===== src/rtl/fetch_unit.sv =====
// fetch_unit: RISC-V instruction-fetch stage.
// Owns the PC, drives the synchronous instruction memory and presents the
// PC/instruction pair to IF/ID. Honours hazard-unit stall and EX redirect.
// Optional feature macro: FETCH_SKID_EN (skid register captures the held
// instruction so HOLD does not depend on imem output-hold behaviour).
module fetch_unit #(
  parameter logic [31:0] RESET_PC = 32'h4000_0000,
  parameter logic [31:0] NOP_INST = 32'h0000_0013
) (
  input  logic        clk,
  input  logic        rst,
  input  logic        stall,
  input  logic        redirect_valid,
  input  logic [31:0] redirect_pc,
  output logic [31:0] imem_addr,
  output logic        imem_en,
  input  logic [31:0] imem_dout,
  output logic [31:0] if_id_pc,
  output logic [31:0] if_id_inst,
  output logic        if_id_valid
);

  localparam int unsigned XLEN = 32;

  localparam logic [1:0] BOOT = 2'd0;
  localparam logic [1:0] RUN  = 2'd1;
  localparam logic [1:0] HOLD = 2'd2;

  localparam logic [XLEN-1:0] PC_STEP    = XLEN'(4);
  localparam logic [XLEN-1:0] ALIGN_MASK = ~XLEN'(3);

  logic [1:0]      state_q;
  logic [1:0]      state_d;
  logic [XLEN-1:0] pc_q;
  logic            pc_we;
  logic            boot;
  logic [XLEN-1:0] hold_inst;

  assign boot = (state_q == BOOT);

  // State register
  always_ff @(posedge clk or posedge rst) begin
    if (rst) begin
      state_q <= BOOT;
    end else begin
      state_q <= state_d;
    end
  end

  // pc_q tracks the address whose data is on imem_dout this cycle
  always_ff @(posedge clk or posedge rst) begin
    if (rst) begin
      pc_q <= RESET_PC;
    end else if (pc_we) begin
      pc_q <= imem_addr;
    end
  end

`ifdef FETCH_SKID_EN
  logic [XLEN-1:0] skid_q;
  logic            skid_we;

  // Capture the RUN-cycle instruction on the way into HOLD
  assign skid_we = (state_q == RUN) && stall && !redirect_valid;

  // Skid register for the held instruction
  always_ff @(posedge clk or posedge rst) begin
    if (rst) begin
      skid_q <= NOP_INST;
    end else if (skid_we) begin
      skid_q <= imem_dout;
    end
  end

  assign hold_inst = skid_q;
`else
  // Relies on imem keeping its output while imem_en is low
  assign hold_inst = imem_dout;
`endif

  // Next-address selection and imem enable
  always_comb begin
    imem_addr = pc_q + PC_STEP;
    imem_en   = 1'b1;
    pc_we     = 1'b0;
    if (rst || boot) begin
      imem_addr = RESET_PC;
    end else if (redirect_valid) begin
      imem_addr = redirect_pc & ALIGN_MASK;
    end else if (stall) begin
      imem_addr = pc_q;
      imem_en   = 1'b0;
    end
    pc_we = imem_en && !boot && !rst;
  end

  // Next-state and IF/ID output decode
  always_comb begin
    state_d     = state_q;
    if_id_pc    = pc_q;
    if_id_inst  = NOP_INST;
    if_id_valid = 1'b0;
    case (state_q)
      BOOT: begin
        if_id_pc = RESET_PC;
        state_d  = RUN;
      end
      RUN: begin
        if (!redirect_valid) begin
          if_id_inst  = imem_dout;
          if_id_valid = 1'b1;
          if (stall) begin
            state_d = HOLD;
          end
        end
      end
      HOLD: begin
        if (redirect_valid) begin
          state_d = RUN;
        end else begin
          if_id_inst  = hold_inst;
          if_id_valid = 1'b1;
          if (!stall) begin
            state_d = RUN;
          end
        end
      end
      default: begin
        if_id_pc = RESET_PC;
        state_d  = BOOT;
      end
    endcase
  end

endmodule


===== config.mk =====
export PLATFORM = sky130hd
export DESIGN_NAME = fetch_unit
export DESIGN_NICKNAME = d
export VERILOG_FILES = /design/src/rtl/fetch_unit.sv
export SDC_FILE = /design/constraint.sdc
export NUM_CORES = 1
export LEC_CHECK = 0
export ABC_AREA = 1
export ABC_CLOCK_PERIOD_IN_PS = 2550
export CAP_MARGIN = 20
export CORE_MARGIN = 2
export CORE_UTILIZATION = 42
export DETAILED_ROUTE_END_ITERATION = 10
export HOLD_SLACK_MARGIN = 0.06
export PLACE_DENSITY = 0.82
export SLEW_MARGIN = 10
export SYNTH_ARGS = -nofsm -noshare
export SYNTH_HDL_FRONTEND = slang
export SYNTH_SLANG_ARGS = --single-unit

===== constraint.sdc =====
create_clock -name clk -period 2.55 [get_ports clk]
set_clock_uncertainty 0.15 [all_clocks]
set_input_delay 0.255 -clock clk [delete_from_list [all_inputs] [get_ports clk]]
set_output_delay 0.255 -clock clk [all_outputs]
set_load 0.05 [all_outputs]

==> flow_summary.toml <==
[routing]
vias = 4506
drcViolationCount = 0
first_pass_iters = 5
detail_route.wirelength_um = 11900
drt-vias-per-instance = 5.04
postRouteAntennaNets = 0
dr.first_iter.drc_count = 392
avgRoutedWirePerCell_um = 13.3

[clocking]
post_cts_clock_slew_at_the_launch_and_capture_registers_of_the_worst_setup_and_hold_paths_ns = 0.07
maximum_number_of_buffers_from_clock_root_to_sink = 2
numCtsBuffers = 5
latest_clock_arrival_within_the_worst_skew_pair_ns = 0.29
hold_buffers = 0
tritoncts_num_sinks = 34
clock_tree_from_tritoncts = "yes"
clock-root-buffer = "sky130_fd_sc_hd__clkbuf_8"
cts_max_level = 2

[flow_run]
max_cap_violations = 0

[sta]
timing.slew.headroom_pct = 69.9
final_period_minus_worst_setup_slack_ns = 2.44
tightestPinTransition_ns = 0.452
final.hold.worst_slack_ns = 0.364
period_share_pct = 95.5
timing.final.max_slew_violations = 0
achievable-frequency_mhz = 411
rsz_0062_raised_after_global_routing = "true"
layout_setup_ws_ns = 0.114
finalSetupViolCount = 0
fin_tns_setup_ns = 0
finalHoldViolCount = 0

[global_routing]
grt-ovfl-total = 0
groute.usage.overall_pct = 26.5
first_global_vias = 4315
maximum_number_of_pins_on_one_net_before_global_route_repair = 38
antenna_found_initial = 0
grt_pass1_wl_um = 19200

[outcome]
outcome = "complete, no violations"

[worst_setup_path]
crit_arrival_ns = 2.03
crit_path_max_fanout = 17
critical_path.startpoint_type = "register"
cp_data_required_time_ns = 2.14
worstSetupEndpointType = "primary output"
category_of_the_most_critical_setup_path = "reg2out"

[layout]
layout.core_utilization_pct = 77.0
layout_commonest_cell = "sky130_fd_sc_hd__nand2_1"
instances_no_fill = 894
layout.nets = 860
antenna_cells = 0
flow.area_growth_from_synthesis_pct = 78.9
final_design_area_no_fill_mm2 = 0.00627
mostFrequentLayoutCells = "sky130_fd_sc_hd__nand2_1 (179), sky130_fd_sc_hd__inv_1 (133), sky130_fd_sc_hd__nor2_1 (100)"
post_route_cells_drive_above_1_share_pct = 20.5

[hold_path]
type_of_the_tightest_min_delay_check = "reg2reg"

[synth]
synth_area_per_cell_um2 = 5.57
synth_area_mm2 = 0.00350
synth_seq_area_share_pct = 24.3
ys.warnings.count = 0
cells_after_synthesis = 629
synth_flop_cell = "sky130_fd_sc_hd__dfrtp_1"
async_reset_ff_share_pct = 100
synth_cell_type_count = 34
synth_edf_count = 0
ys_seq_elements = 34
synth_nets = 701

[floorplanning]
design.portCount = 166
initial_core_util_pct = 43.1
design.core.area_mm2 = 0.00813
die-area_mm2 = 0.00909
die_outline_height_um = 95.3
chipWidth_um = 95.3
floorplan.rows = 33

[pwr]
power.leakage_nw = 3.15
total_power_mw = 6.10
power.ir.vdd_worst_mv = 0.776
p_per_area_mw_per_mm2 = 973

[placement]
place.gp.congestion = 1.11
port_buffers = 163
dp_cells = 886
dpl_cell_area_mm2 = 0.00615
dp_slack_ns = 0.133
dp.final_hpwl_um = 9440
-- synthesized netlist by cell type (7+ instances only) --
master / instances / area share, %
sky130_fd_sc_hd__nor2_2: 9 / 1.6
sky130_fd_sc_hd__nand3b_1: 9 / 1.9
sky130_fd_sc_hd__o21ai_0: 19 / 2.7
sky130_fd_sc_hd__clkbuf_1: 7 / 0.75
sky130_fd_sc_hd__buf_2: 12 / 1.7
sky130_fd_sc_hd__inv_1: 133 / 14
sky130_fd_sc_hd__nor2_1: 104 / 11
sky130_fd_sc_hd__nand2_1: 179 / 19
sky130_fd_sc_hd__nand4_1: 9 / 1.6
sky130_fd_sc_hd__dfrtp_1: 33 / 24
sky130_fd_sc_hd__or2_2: 10 / 1.8
sky130_fd_sc_hd__nand3_1: 64 / 9.1
-- state kept, by name, indices dropped and copies added, names as in the netlist --
register  flops
pc_q         32
state_q       2
-- metal layers --
metal	track usage [%]	share of wire (%)
met5	0	0
met4	6.40	1.7
met3	6.96	9.7
met2	49.5	52
met1	29.7	37
-- cells by family (layout without fill, tap and decap cells) --
logic type,Yosys count,after routing,synth area share [%]
AOI/OAI and AO/OA,28,28,4.39
adders and majority gates,4,4,1.43
muxes,1,1,0.286
xor gates and xnor gates,1,1,0.250
and+or+nand+nor,403,403,51.5
buffers and inverters,158,318,17.8
DFF,34,34,24.3
-- repair_timing --
| item | in CTS | in global routing |
|---|---|---|
| buffers inserted | 0 | 0 |
| setup endpoints to repair | 0 | 14 |
| gates resized for setup | 0 | 13 |
-- critical path: stages (launching register included) --
cell	delay, ns
sky130_fd_sc_hd__dfrtp_1	0.40
sky130_fd_sc_hd__inv_1	0.11
sky130_fd_sc_hd__ha_1	0.29
sky130_fd_sc_hd__nor2_8	0.06
sky130_fd_sc_hd__inv_1	0.22
sky130_fd_sc_hd__buf_6	0.22
sky130_fd_sc_hd__nor2_1	0.07
sky130_fd_sc_hd__nand2_1	0.13
sky130_fd_sc_hd__inv_1	0.09
sky130_fd_sc_hd__buf_12	0.15
-- power breakdown --
part           internal [mW]  leakage (nW)  switching, mW
Sequential             0.751         0.451          0.334
Clock                  0.194        0.0395          0.197
Combinational           1.90          2.66           2.72
-- worst paths after layout --
check	from	end	slack [ns]	cells past startpoint
hold reg to reg	pc_q[0]	pc_q[0]	0.36	2
setup reg to reg	state_q[1]	pc_q[3]	0.62	8
min in group asynchronous	rst	pc_q[14]	0.39	3
max in group asynchronous	rst	pc_q[30]	1.52	3
setup / recovery	state_q[1]	imem_addr[14]	0.11	9
hold / removal	pc_q[0]	pc_q[0]	0.36	2
-- cell type report --
type	count	area, um^2
clock buffer	8	80.1
fill	550	1870
multi-input combinational	437	2060
tap	105	131
sequential	34	855
timing repair buffer	174	2620
inverter	136	520
(Power assumes the default switching activity.)
